**config.mk**
```make
export PLATFORM = sky130hd
export DESIGN_NAME = mem_access_unit
export DESIGN_NICKNAME = d
export VERILOG_FILES = /design/src/rtl/mem_access_unit.sv
export SDC_FILE = /design/constraint.sdc
export NUM_CORES = 1
export LEC_CHECK = 0
export BUFFER_PORTS_ARGS = -buffer_cell sky130_fd_sc_hd__clkbuf_2
export CORE_ASPECT_RATIO = 1.4
export CORE_MARGIN = 3
export CORE_UTILIZATION = 45
export CTS_CLUSTER_DIAMETER = 30
export CTS_CLUSTER_SIZE = 24
export DETAILED_ROUTE_END_ITERATION = 8
export GPL_ROUTABILITY_DRIVEN = 1
export HOLD_SLACK_MARGIN = 0.06
export PLACE_DENSITY = 0.76
export SETUP_SLACK_MARGIN = 0.02
export SYNTH_ARGS = -nofsm -noshare
export SYNTH_HDL_FRONTEND = slang
export SYNTH_SLANG_ARGS = --single-unit
export TNS_END_PERCENT = 5
```
**constraint.sdc**
```tcl
create_clock -name clk -period 4 [get_ports clk]
set_input_delay 0.8 -clock clk [delete_from_list [all_inputs] [get_ports clk]]
set_output_delay 0.8 -clock clk [all_outputs]
set_load 0.03 [all_outputs]
```
**src/rtl/mem_access_unit.sv**
```systemverilog
// mem_access_unit: handshaked load/store unit for the pipeline memory stage.
// Accepts one request at a time, drives a word-wide data-memory port with
// lane-aligned byte enables and store data, and waits up to MAX_WAIT cycles
// for mem_ack. Load data is shifted down and sign/zero-extended. Misaligned
// addresses, illegal funct3, timeouts and upstream halts end in a sticky
// HALTED state that only rst leaves.
//
// Ports:
//   clk, rst                 clock, async active-high reset
//   req_valid / req_ready    request handshake (ready only in IDLE)
//   req_is_load/is_store     opcode decode
//   req_funct3, req_addr     access size/sign and effective address
//   req_wdata, req_halt_in   store data, upstream halt
//   mem_req/we/addr/be/wdata data-memory request (registered)
//   mem_ack, mem_rdata       memory completion and read word
//   rsp_valid/rdata/halt/cause  one-cycle response
module mem_access_unit #(
    parameter int unsigned XLEN     = 32,
    parameter int unsigned MAX_WAIT = 15
) (
    input  logic              clk,
    input  logic              rst,
    input  logic              req_valid,
    output logic              req_ready,
    input  logic              req_is_load,
    input  logic              req_is_store,
    input  logic [2:0]        req_funct3,
    input  logic [XLEN-1:0]   req_addr,
    input  logic [XLEN-1:0]   req_wdata,
    input  logic              req_halt_in,
    output logic              mem_req,
    output logic              mem_we,
    output logic [XLEN-1:0]   mem_addr,
    output logic [XLEN/8-1:0] mem_be,
    output logic [XLEN-1:0]   mem_wdata,
    input  logic              mem_ack,
    input  logic [XLEN-1:0]   mem_rdata,
    output logic              rsp_valid,
    output logic [XLEN-1:0]   rsp_rdata,
    output logic              rsp_halt,
    output logic [1:0]        rsp_cause
);

    localparam int unsigned NB = XLEN / 8;
    localparam int unsigned OW = $clog2(NB);
    localparam int unsigned CW = 8;

    localparam logic [1:0] CAUSE_NONE    = 2'b00;
    localparam logic [1:0] CAUSE_MISAL   = 2'b01;
    localparam logic [1:0] CAUSE_ILLEGAL = 2'b10;
    localparam logic [1:0] CAUSE_TIMEOUT = 2'b11;

    typedef enum logic [1:0] {S_IDLE, S_WAIT, S_RESP, S_HALTED} state_t;

    state_t          r_state;
    logic            r_req_ready;
    logic            r_mem_req;
    logic            r_mem_we;
    logic [XLEN-1:0] r_mem_addr;
    logic [NB-1:0]   r_mem_be;
    logic [XLEN-1:0] r_mem_wdata;
    logic [OW-1:0]   r_off;
    logic [2:0]      r_funct3;
    logic            r_is_load;
    logic [CW-1:0]   r_wait_cnt;
    logic            r_rsp_valid;
    logic [XLEN-1:0] r_rsp_rdata;
    logic            r_rsp_halt;
    logic [1:0]      r_rsp_cause;

    logic [OW-1:0]   w_off;
    logic [2:0]      w_off3;
    logic            w_mem_op;
    logic            w_illegal;
    logic            w_misaligned;
    logic [NB-1:0]   w_size_mask;
    logic [XLEN-1:0] w_rshift;
    logic [XLEN-1:0] w_load_ext;

    assign w_off    = req_addr[OW-1:0];
    assign w_off3   = 3'(w_off);
    assign w_mem_op = req_is_load | req_is_store;

    // funct3 legality; dword forms exist only on a 64-bit datapath
    always_comb begin
        w_illegal = 1'b0;
        if (req_is_load && req_is_store) begin
            w_illegal = 1'b1;
        end else if (req_is_load) begin
            case (req_funct3)
                3'b000, 3'b001, 3'b010, 3'b100, 3'b101: w_illegal = 1'b0;
                3'b011, 3'b110:                         w_illegal = (XLEN != 64);
                default:                                w_illegal = 1'b1;
            endcase
        end else if (req_is_store) begin
            case (req_funct3)
                3'b000, 3'b001, 3'b010: w_illegal = 1'b0;
                3'b011:                 w_illegal = (XLEN != 64);
                default:                w_illegal = 1'b1;
            endcase
        end
    end

    // Alignment check and lane mask by access size
    always_comb begin
        w_misaligned = 1'b0;
        w_size_mask  = NB'(8'h01);
        case (req_funct3[1:0])
            2'b00: begin
                w_misaligned = 1'b0;
                w_size_mask  = NB'(8'h01);
            end
            2'b01: begin
                w_misaligned = w_off3[0];
                w_size_mask  = NB'(8'h03);
            end
            2'b10: begin
                w_misaligned = (w_off3[1:0] != 2'b00);
                w_size_mask  = NB'(8'h0F);
            end
            default: begin
                w_misaligned = (w_off3 != 3'b000);
                w_size_mask  = NB'(8'hFF);
            end
        endcase
    end

    // Bring the addressed lane down to bit 0, then extend by size/sign
    assign w_rshift = mem_rdata >> {r_off, 3'b000};

    always_comb begin
        w_load_ext = w_rshift;
        case (r_funct3[1:0])
            2'b00: begin
                if (r_funct3[2]) w_load_ext = XLEN'(w_rshift[7:0]);
                else             w_load_ext = XLEN'($signed(w_rshift[7:0]));
            end
            2'b01: begin
                if (r_funct3[2]) w_load_ext = XLEN'(w_rshift[15:0]);
                else             w_load_ext = XLEN'($signed(w_rshift[15:0]));
            end
            2'b10: begin
                if (r_funct3[2]) w_load_ext = XLEN'(w_rshift[31:0]);
                else             w_load_ext = XLEN'($signed(w_rshift[31:0]));
            end
            default: w_load_ext = w_rshift;
        endcase
    end

    // Control FSM; every output is a register updated here
    always_ff @(posedge clk or posedge rst) begin
        if (rst) begin
            r_state     <= S_IDLE;
            r_req_ready <= 1'b1;
            r_mem_req   <= 1'b0;
            r_mem_we    <= 1'b0;
            r_mem_addr  <= '0;
            r_mem_be    <= '0;
            r_mem_wdata <= '0;
            r_off       <= '0;
            r_funct3    <= '0;
            r_is_load   <= 1'b0;
            r_wait_cnt  <= '0;
            r_rsp_valid <= 1'b0;
            r_rsp_rdata <= '0;
            r_rsp_halt  <= 1'b0;
            r_rsp_cause <= CAUSE_NONE;
        end else begin
            case (r_state)
                S_IDLE: begin
                    if (req_valid) begin
                        r_req_ready <= 1'b0;
                        r_off       <= w_off;
                        r_funct3    <= req_funct3;
                        r_is_load   <= req_is_load;
                        r_rsp_rdata <= '0;
                        if (req_halt_in || !w_mem_op || w_illegal || w_misaligned) begin
                            // no memory access: answer next cycle
                            r_state     <= S_RESP;
                            r_rsp_valid <= 1'b1;
                            if (req_halt_in) begin
                                r_rsp_halt  <= 1'b1;
                                r_rsp_cause <= CAUSE_NONE;
                            end else if (!w_mem_op) begin
                                r_rsp_halt  <= 1'b0;
                                r_rsp_cause <= CAUSE_NONE;
                            end else if (w_illegal) begin
                                r_rsp_halt  <= 1'b1;
                                r_rsp_cause <= CAUSE_ILLEGAL;
                            end else begin
                                r_rsp_halt  <= 1'b1;
                                r_rsp_cause <= CAUSE_MISAL;
                            end
                        end else begin
                            r_state     <= S_WAIT;
                            r_mem_req   <= 1'b1;
                            r_mem_we    <= req_is_store;
                            r_mem_addr  <= {req_addr[XLEN-1:OW], {OW{1'b0}}};
                            r_mem_be    <= w_size_mask << w_off;
                            r_mem_wdata <= req_wdata << {w_off, 3'b000};
                            r_wait_cnt  <= CW'(1);
                        end
                    end
                end
                S_WAIT: begin
                    // ack wins over a timeout in the same cycle
                    if (mem_ack || (r_wait_cnt == CW'(MAX_WAIT))) begin
                        r_state     <= S_RESP;
                        r_mem_req   <= 1'b0;
                        r_mem_we    <= 1'b0;
                        r_mem_addr  <= '0;
                        r_mem_be    <= '0;
                        r_mem_wdata <= '0;
                        r_rsp_valid <= 1'b1;
                        if (mem_ack) begin
                            r_rsp_rdata <= r_is_load ? w_load_ext : '0;
                            r_rsp_halt  <= 1'b0;
                            r_rsp_cause <= CAUSE_NONE;
                        end else begin
                            r_rsp_rdata <= '0;
                            r_rsp_halt  <= 1'b1;
                            r_rsp_cause <= CAUSE_TIMEOUT;
                        end
                    end else begin
                        r_wait_cnt <= r_wait_cnt + CW'(1);
                    end
                end
                S_RESP: begin
                    r_rsp_valid <= 1'b0;
                    r_rsp_rdata <= '0;
                    r_rsp_halt  <= 1'b0;
                    r_rsp_cause <= CAUSE_NONE;
                    if (r_rsp_halt) begin
                        r_state <= S_HALTED;
                    end else begin
                        r_state     <= S_IDLE;
                        r_req_ready <= 1'b1;
                    end
                end
                S_HALTED: begin
                    r_state <= S_HALTED;
                end
                default: begin
                    r_state     <= S_IDLE;
                    r_req_ready <= 1'b1;
                end
            endcase
        end
    end

    assign req_ready = r_req_ready;
    assign mem_req   = r_mem_req;
    assign mem_we    = r_mem_we;
    assign mem_addr  = r_mem_addr;
    assign mem_be    = r_mem_be;
    assign mem_wdata = r_mem_wdata;
    assign rsp_valid = r_rsp_valid;
    assign rsp_rdata = r_rsp_rdata;
    assign rsp_halt  = r_rsp_halt;
    assign rsp_cause = r_rsp_cause;

endmodule
```
==> impl_metrics.tcl <==
set metrics [dict create \
    yosys-top-cells-area "dfrtp_1, a22o_1, mux2i_1" \
    vias 5045 \
    crit_family "simple AND/OR/NAND/NOR gates" \
    critical_path_class "reg2reg" \
    grt_max_degree 50 \
    path_clk_slew_ns 0.06 \
    synth_compound_area_frac 0.227 \
    grt_pass1_vias 5154 \
    startpoint_type "flop" \
    synth-main-ff-cell "dfrtp_1" \
    synthDistinctLibCells 53 \
    p_leak_nw 4.00 \
    layout-drive-gt1-share 0.398 \
    rsz0062_at_grt "no" \
    die_area_um2 14500 \
    num_rows 48 \
    multiInputGateArea_um2 2580 \
    cts.htree.levels 4 \
    pre_cts_ws_ns 1.15 \
    finalWorstSetupSlack_ns 1.26 \
    io_pins 213 \
    hp-class "reg2reg" \
    fill_cells 1058 \
    tns_ns 0 \
    fin_nets 844 \
    io_buffers 210 \
    fin_skew_ns 0.00937 \
    synth.most_common_cell "dfrtp_1" \
    synth_common_cells "dfrtp_1, nand2_1, o21ai_0, a22o_1, mux2i_1" \
    setup_viol 0 \
    die-width_um 102 \
    muxShareOfSynthArea 0.0909 \
    numCtsBuffers 17 \
    worstPathArrival_ns 3.04 \
    cp_cell_sequence "inv_1 > ha_1 > nand2_1 > o22ai_1 > nand2_2 > buf_12 > a22o_1" \
    ys_seq_area_frac 0.516 \
    grt_overflow_total 0 \
    maxCapViolCount 0 \
    worst-path-buf-inv 2 \
    cts_setup_buffers 0 \
    status "completed" \
    worst-path-max-fanout 36 \
    syn_area_um2 5870 \
    synth_edf_count 0 \
    crit_slowest_cell "nand2_2" \
    drv_slew 0 \
    fmax_ghz 0.364 \
    synth_xor_xnor_area_share 0.00448 \
    grtUsageMet2 0.352 \
    dp.final_hpwl_um 11800 \
    fin_crit_sh 0.686 \
    synth_area_per_cell_um2 11.0 \
    cts_resized 0 \
    hold_buffers 0 \
    grt_pass1_wl_um 25300 \
    use_met1 0.282 \
    clk_path_buf_depth 2 \
    gr-max-usage-layer "met2" \
    gp_congestion 0.911 \
    clk_latency_ns 0.41 \
    start_util 0.467 \
    synthCells 534 \
    end_kind "flop" \
    yosys.area.top_type "dfrtp_1" \
    cts_root_buffer "clkbuf_16" \
    worstPathRequired_ns 4.29 \
    synthToLayoutAreaGrowth_pct 29.4 \
    cts_tree "done" \
    cts.sinks 121 \
    relSlewSlack 0.298 \
    async_flop_share 1.00 \
    drc_errors 0 \
    wl_per_cell_um 17.8 \
    routed_wirelength_um 16000 \
    drtIter0Drc 174 \
    antenna_found_initial 1 \
    post-route-min-period_ns 2.74 \
    synth_top_family_by_area "compound AO/OA/AOI/OAI gates" \
    met3_usage 0.0683 \
    ir_drop_mv 0.416 \
    finalHoldViolCount 0 \
    synth_top_area_share 0.512 \
    cellPowerDensity_nw_per_um2 647 \
    synth_adder_area_share 0.0107 \
    first_pass_iters 4 \
    drtAntennaViolNets 0 \
    grt_usage 0.223 \
    core_area_um2 12600 \
    slowest_delay_ns 0.43 \
    viasPerCell 5.62 \
    yosys_warnings 0 \
    ys_ff_latch 121 \
    worstMarginPinSlew_ns 1.05 \
    synthSimpleGateAreaFrac 0.104 \
    chipHeight_um 141 \
    seqCellArea_um2 3030 \
]
[metal layers]
| layer | routed length [um] | part of all wire | up-vias |
|---|---|---|---|
| met5 | 0 | 0 | - |
| met4 | 417 | 0.026 | 0 |
| met3 | 1240 | 0.077 | 27 |
| met2 | 7790 | 0.49 | 222 |
| met1 | 6550 | 0.41 | 2428 |
| li1 | - | - | 2368 |
[report_power, final]
part           leakage [nW]  internal [mW]  switching, mW
sequential             1.65           1.45          0.173
combinational          2.06          0.614           1.14
clock                 0.293          0.948          0.586
[worst reg2reg max path, stage by stage, from the launching register on]
cell and delay, ns:
dfrtp_1 0.41, inv_1 0.10, ha_1 0.35, nand2_1 0.40, o22ai_1 0.32, nand2_2 0.44, buf_12 0.35, a22o_1 0.26
[cell usage in the layout (no fill, tap or decap), drive strengths merged, types with 7 or more instances in the layout]
master / Yosys / layout
a32o: 9 / 9
o2bb2ai: 9 / 9
o21ai: 50 / 50
a221o: 8 / 8
a22o: 50 / 50
clkbuf: 21 / 228
mux2: 18 / 18
nor2b: 10 / 10
nor2: 25 / 25
a21oi: 20 / 20
a211o: 17 / 17
dfrtp: 120 / 120
nand3: 7 / 7
nand2: 60 / 60
inv: 10 / 15
mux2i: 33 / 33
buf: 20 / 10
[cells by family after synthesis]
| logic type | count (synthesis) |
|---|---|
| AOI/OAI and AO/OA | 179 |
| and+or+nand+nor | 123 |
| DFF | 121 |
| muxes | 51 |
| buffers and inverters | 51 |
| adders and majority gates | 5 |
| xor gates and xnor gates | 3 |
| other | 1 |
[registers in the layout (all words and copies together) (netlist names), 2 cells and up]
signal and cells:
r_off 2, mem_be 4, rsp_cause 2, r_wait_cnt 8
r_state 2, mem_wdata 32, mem_addr 30, r_funct3 3
rsp_rdata 32
[layout make-up]
cell class,instances,area share
inverter,10,0.00544
clock inverter,14,0.0211
tap,150,0.0247
timing repair buffer,220,0.152
clock buffer,18,0.0579
multi-input combinational,363,0.340
antenna,1,0.000330
sequential,121,0.399
[stage by stage]
step	hold WS [ns]	power [mW]	utilization	instance area, um2	instances
2_1_floorplan	0.460	2.92	-	5870	535
6_report	0.476	4.91	0.604	7590	897
3_3_place_gp	0.461	3.35	0.557	6990	864
3_5_place_dp	0.471	3.39	0.557	6990	864
5_1_grt	0.506	5.19	0.604	7590	897
4_1_cts	0.484	4.95	0.604	7580	896
[path summary, 6_finish.rpt]
| check | from | end | slack (ns) | cells past startpoint |
|---|---|---|---|---|
| worst max-delay path | r_state[0] | mem_wdata[20] | 1.26 | 7 |
| worst min-delay path | rsp_rdata[1] | rsp_rdata[1] | 0.48 | 2 |
| worst max register to register | r_state[0] | mem_wdata[20] | 1.26 | 7 |
| worst min register to register | rsp_rdata[1] | rsp_rdata[1] | 0.48 | 2 |
| max in group asynchronous | rst | rsp_rdata[26] | 2.50 | 3 |
| min in group asynchronous | rst | mem_addr[30] | 0.62 | 2 |
Power figures use the tool's default switching activity.
